--- config.mk ---
export PLATFORM = sky130hd
export DESIGN_NAME = display7_decoder
export DESIGN_NICKNAME = d
export VERILOG_FILES = /design/src/rtl/display7_decoder.sv
export SDC_FILE = /design/constraint.sdc
export NUM_CORES = 1
export LEC_CHECK = 0
export ABC_AREA = 1
export BUFFER_PORTS_ARGS = -buffer_cell sky130_fd_sc_hd__buf_2
export CAP_MARGIN = 25
export CORE_UTILIZATION = 45
export CTS_CLUSTER_SIZE = 8
export DETAILED_ROUTE_END_ITERATION = 10
export PLACE_DENSITY = 0.65
export SETUP_SLACK_MARGIN = 0.1
export SYNTH_ARGS = -nofsm -noshare
export SYNTH_HDL_FRONTEND = slang
export SYNTH_SLANG_ARGS = --single-unit
--- constraint.sdc ---
create_clock -name iClk -period 2.2 [get_ports iClk]
set_input_delay 0.22 -clock iClk [delete_from_list [all_inputs] [get_ports iClk]]
set_output_delay 0.22 -clock iClk [all_outputs]
set_load 0.05 [all_outputs]
--- src/rtl/display7_decoder.sv ---
// Receive side of a 7-segment link: synchronises an active-low segment bus,
// debounces it with a stability window and decodes it to a hex digit.
module display7_decoder #(
  parameter int STABLE_CYCLES = 4,
  parameter int ERR_W         = 8
) (
  input  logic             iClk,
  input  logic             iRst_n,
  input  logic             iEnable,
  input  logic [6:0]       iSegments,
  output logic [3:0]       oDigit,
  output logic             oValid,
  output logic             oBlank,
  output logic             oInvalid,
  output logic             oChange,
  output logic [ERR_W-1:0] oErrCount
);

  localparam logic [7:0]       STABLE_CNT = 8'(STABLE_CYCLES);
  localparam logic [6:0]       SEG_BLANK  = 7'h7F;
  localparam logic [ERR_W-1:0] ERR_MAX    = {ERR_W{1'b1}};

  if (STABLE_CYCLES < 1 || STABLE_CYCLES > 255) begin : g_bad_stable
    $error("display7_decoder: STABLE_CYCLES out of range 1..255");
  end

  typedef enum logic [1:0] {
    ST_EMPTY   = 2'd0,
    ST_VALID   = 2'd1,
    ST_BLANK   = 2'd2,
    ST_INVALID = 2'd3
  } state_t;

  logic [6:0]       r_sync1;
  logic [6:0]       r_sync2;
  logic [6:0]       r_cand;
  logic [7:0]       r_cnt;
  logic [6:0]       r_accepted;
  state_t           r_state;

  logic [6:0]       w_cand_next;
  logic [7:0]       w_cnt_next;
  logic             w_window_done;
  logic             w_accept;
  logic [3:0]       w_dec_digit;
  logic             w_dec_legal;
  state_t           w_state_next;
  logic [3:0]       w_digit_next;
  logic [ERR_W-1:0] w_err_next;

  // Two-flop synchroniser; free-running so the bus is always tracked.
  always_ff @(posedge iClk or negedge iRst_n) begin
    if (!iRst_n) begin
      r_sync1 <= SEG_BLANK;
      r_sync2 <= SEG_BLANK;
    end else begin
      r_sync1 <= iSegments;
      r_sync2 <= r_sync1;
    end
  end

  // Stability window: a new sample restarts the window at 1, and the
  // window completes on the edge where the count reaches STABLE_CNT.
  always_comb begin
    w_cand_next   = r_cand;
    w_cnt_next    = r_cnt;
    w_window_done = 1'b0;
    if (iEnable) begin
      if (r_sync2 != r_cand) begin
        w_cand_next   = r_sync2;
        w_cnt_next    = 8'd1;
        w_window_done = (STABLE_CNT == 8'd1);
      end else if (r_cnt < STABLE_CNT) begin
        w_cnt_next    = r_cnt + 8'd1;
        w_window_done = ((r_cnt + 8'd1) == STABLE_CNT);
      end
    end
  end

  assign w_accept = w_window_done &&
                    ((r_state == ST_EMPTY) || (w_cand_next != r_accepted));

  always_ff @(posedge iClk or negedge iRst_n) begin
    if (!iRst_n) begin
      r_cand     <= SEG_BLANK;
      r_cnt      <= 8'd0;
      r_accepted <= SEG_BLANK;
    end else begin
      r_cand <= w_cand_next;
      r_cnt  <= w_cnt_next;
      if (w_accept) begin
        r_accepted <= w_cand_next;
      end
    end
  end

  // Segment order in the literals is g..a, active low.
  always_comb begin
    w_dec_digit = 4'h0;
    w_dec_legal = 1'b1;
    case (w_cand_next)
      7'b1000000: w_dec_digit = 4'h0;
      7'b1111001: w_dec_digit = 4'h1;
      7'b0100100: w_dec_digit = 4'h2;
      7'b0110000: w_dec_digit = 4'h3;
      7'b0011001: w_dec_digit = 4'h4;
      7'b0010010: w_dec_digit = 4'h5;
      7'b0000010: w_dec_digit = 4'h6;
      7'b1111000: w_dec_digit = 4'h7;
      7'b0000000: w_dec_digit = 4'h8;
      7'b0011000: w_dec_digit = 4'h9;
      7'b0001000: w_dec_digit = 4'hA;
      7'b0000011: w_dec_digit = 4'hB;
      7'b1000110: w_dec_digit = 4'hC;
      7'b0100001: w_dec_digit = 4'hD;
      7'b0000110: w_dec_digit = 4'hE;
      7'b0001110: w_dec_digit = 4'hF;
      default:    w_dec_legal = 1'b0;
    endcase
  end

  // Classification FSM; EMPTY is left on the first acceptance and only
  // reset brings it back.
  always_comb begin
    w_state_next = r_state;
    w_digit_next = oDigit;
    w_err_next   = oErrCount;
    if (w_accept) begin
      if (w_dec_legal) begin
        w_state_next = ST_VALID;
        w_digit_next = w_dec_digit;
      end else if (w_cand_next == SEG_BLANK) begin
        w_state_next = ST_BLANK;
      end else begin
        w_state_next = ST_INVALID;
        if (oErrCount != ERR_MAX) begin
          w_err_next = oErrCount + 1'b1;
        end
      end
    end
  end

  always_ff @(posedge iClk or negedge iRst_n) begin
    if (!iRst_n) begin
      r_state   <= ST_EMPTY;
      oDigit    <= 4'h0;
      oValid    <= 1'b0;
      oBlank    <= 1'b0;
      oInvalid  <= 1'b0;
      oChange   <= 1'b0;
      oErrCount <= '0;
    end else begin
      r_state   <= w_state_next;
      oDigit    <= w_digit_next;
      oValid    <= (w_state_next == ST_VALID);
      oBlank    <= (w_state_next == ST_BLANK);
      oInvalid  <= (w_state_next == ST_INVALID);
      oChange   <= w_accept;
      oErrCount <= w_err_next;
    end
  end

endmodule

==> summary by stage <==
Run status
The flow ran to the end, and the final reports show no timing, DRC or antenna violations.

Place
Detailed placement finished with a half-perimeter wire length of 4790 µm. Routability-driven placement finished with a final weighted congestion of 0.894. The port buffer count is 25.

Timing
The number of max-slew violations in the final report came to 0. For the final database, setup skew stands at 0.00959 ns. The clock period could shrink to 2.08 ns. Static timing analysis puts the maximum clock frequency at 481 MHz. The final hold violation count is 0. For the final routed database, the setup TNS stands at 0 ns. The worst pin sits at a relative slew slack of 0.493. The total setup violations reported at the end of the flow is 0. Setup repair after global routing could not meet its margin everywhere. In the finished design, the share of the clock period the worst path needs comes to 0.944. For the pin with the worst max-slew slack, the measured transition is 0.760 ns.

Job
The number of max-capacitance violations reported is 0.

GRT
The total global routing overflow is 0. The number of antenna violations at the first check in global routing is 0. The first global-routing pass estimated 11300 µm of wire. The via count of the first global-routing pass is 2464. Entering global routing, the biggest net connects 33 pins. The global-route usage over all layers is 0.198.

Clocking
The number of sinks on the clock net is 54. TritonCTS built the clock tree. At the later pin of the worst-skew pair, clock insertion delay measures 0.32 ns. In this run the deepest clock path goes through 2 buffers. The clock-pin transition on the worst setup and hold timing paths is 0.10 ns. The number of clock buffers inserted by TritonCTS is 5. The tree is rooted in a clkbuf_8. The H-tree was split into 2 levels.

Synthesis
The cell area after technology mapping is 3070 µm². Of the post-synthesis cell area, the dominant cell type holds 0.239. The commonest cells after synthesis are 125 x nand2_1, 47 x inv_1, 44 x nor2_1, 28 x dfstp_2. The most used standard cell by instance count after synthesis is nand2_1. The flip-flop and latch count after synthesis is 54. The Yosys step of the flow raised 0 warnings. A synthesized cell averages 7.82 µm². The number of nets in the synthesized netlist is 405. The number of library cell types mapped by synthesis is 33. Yosys mapped a number of flops with a built-in enable equal to 0.

The sequential cell area fraction in the yosys report is 0.451. In the synthesized netlist the dominant register cell turns out to be dfstp_2. The cell type contributing the most total cell area after synthesis is dfstp_2. The post-synthesis cell count is about 390. The fraction of registers with async set or reset after synthesis is 1.00. Yosys attributes the largest share of cell area to dfstp_2 24%, dfrtp_1 21%, nand2_1 15%.

Die
The count of standard-cell rows is 29. The I/O pin count is 26. Measured along the x axis, the die boundary spans around 85 µm. The die outline area is 7160 µm². Measured along the y axis, the die boundary spans 84.6 µm.

The region available for standard cell placement spans 6460 µm². The starting utilization of the core area is 0.476.

Setup path
The worst path required time is ~2.5 ns. The critical path is of the register to register type. STA classifies the critical path startpoint as a register. The worst register-to-register path begins at r_cand[4]. The most critical setup path has its startpoint at r_cand[4]. The endpoint arrival time on the critical path is 2.33 ns. In this run the worst path has a maximum fanout of 6. The category of the worst setup path capture point is a register.

Final layout
The number of inserted filler cells in the final layout is ~560. The area overhead of the layout relative to synthesis is 25.3%. The final standard cell utilization of the core is 0.596. The final net count is 473. The number of antenna diodes in the final layout is 0. The ratio of cells with drive above 1 in the final layout is 0.340.

Drt
Using the TritonRoute via totals, the vias-per-cell ratio works out to 4.96. The detailed router placed 2671 vias in this run. The first detailed-routing pass ran for 6 iterations. Once detail routing completed, the nets flagged for antenna violations numbered 0.

In the final routed layout, each cell accounts on average for 12.9 µm. For this run, design rule violations remaining after detail routing come to 0. The first routing iteration left between 100 and 150 violations. The total length of routed wires is 6970 µm.

Min path
In this run the most critical hold path is launched from iEnable. The path category of the worst min-delay check is input pin to register.

Pwr
For this design the ratio of total power to cell area is around 530 nW/µm². The leakage dissipation is 1.91 nW. The worst ir drop on vdd is 0.399 mV.
==> state kept, by name (all words and copies together) (netlist names) <==
| name | cells |
|---|---|
| oInvalid | 1 |
| r_cnt | 8 |
| oDigit | 4 |
| r_sync2 | 7 |
| r_accepted | 7 |
| oBlank | 1 |
| r_cand | 7 |
| oErrCount | 8 |
| oValid | 1 |
| oChange | 1 |
| r_sync1 | 7 |
| r_state | 2 |
==> cell type report <==
cell class	count	area, µm²	area share
Timing Repair Buffer	66	512	0.133
Clock inverter	2	17.5	0.00455
Inverter	51	194	0.0504
Multi-Input combinational cell	283	1550	0.403
Sequential cell	54	1390	0.360
Tap cell	77	96.3	0.0250
Clock buffer	6	93.8	0.0244
==> final timing paths <==
kind / to / slack, ns / depth (start not counted)
min in group asynchronous: r_cnt[7] / 0.50 / 2
hold reg to reg: r_sync2[5] / 0.36 / 0
max in group asynchronous: r_accepted[4] / 1.04 / 3
setup reg to reg: r_accepted[5] / 0.12 / 14
hold / removal: r_cand[5] / 0.35 / 3
setup / recovery: r_accepted[5] / 0.12 / 14
==> cell usage in the layout, fill, tap and decap left out, types with 5 or more instances in the layout <==
master / n
o21ai_0: 8
dfrtp_1: 26
xnor2_1: 8
buf_4: 28
dfstp_2: 28
clkbuf_8: 5
nand2_2: 18
nand4_1: 14
nand3_1: 22
nand2_1: 118
dlygate4sd3_1: 8
nor2_4: 9
inv_2: 5
nor2_2: 8
buf_2: 25
nor2_1: 38
nand2_4: 7
inv_1: 45
==> power breakdown <==
part / switching, mW / total (mW) / internal, mW
logic: 0.194 / 0.315 / 0.121
registers: 0.0227 / 1.06 / 1.04
clock network: 0.348 / 0.649 / 0.302
total: 0.564 / 2.03 / 1.46
==> logic make-up after synthesis <==
logic type | count (synthesis) | synth area share
AND/OR/NAND/NOR | 250 | 0.389
buffers and inverters | 58 | 0.0855
flip-flops | 54 | 0.451
AO/OA/AOI/OAI | 17 | 0.0318
XOR/XNOR | 12 | 0.0342
adder cells (fa/ha/maj) | 2 | 0.00814
==> per-layer routing <==
metal  global-route usage  part of all wire  up-vias
met4               0.0570             0.014        0
li1                     -                 -     1360
met2                0.310              0.45       45
met3               0.0354             0.034        9
met5                    0                 0        -
met1                0.283              0.51     1257
==> stage by stage <==
stage | total power [mW] | area [µm²] | std cells | hold slack [ns] | setup slack, ns
floorplan | 1.25 | 3070 | 393 | -0.0756 | 0.328
global placement | 1.33 | 3330 | 500 | 0.325 | 0.0524
detailed placement | 1.33 | 3330 | 500 | 0.326 | 0.00198
CTS | 2.00 | 3520 | 516 | 0.342 | 0.101
global route | 2.13 | 3850 | 539 | 0.350 | 0.0194
finish | 2.03 | 3850 | 539 | 0.349 | 0.123
==> critical path, stage by stage (launching register included) <==
cell	delay (ns)
dfstp_2	0.57
inv_2	0.04
o21ai_1	0.11
buf_4	0.17
nand2_2	0.05
nand2_1	0.08
nand3_2	0.08
inv_2	0.07
nand2_2	0.06
nor2_4	0.17
nor2_4	0.08
buf_12	0.13
clkbuf_16	0.14
buf_4	0.13
a21oi_2	0.13
==> repair_timing <==
action | 4_1_cts | 5_1_grt
endpoints found under the hold margin | 33 | 0
hold buffers | 8 | 0
gates resized for setup | 0 | 31
setup endpoints to repair | 0 | 22
buffers inserted | 0 | 20
Note: power is estimated with default switching activity, not from simulation.
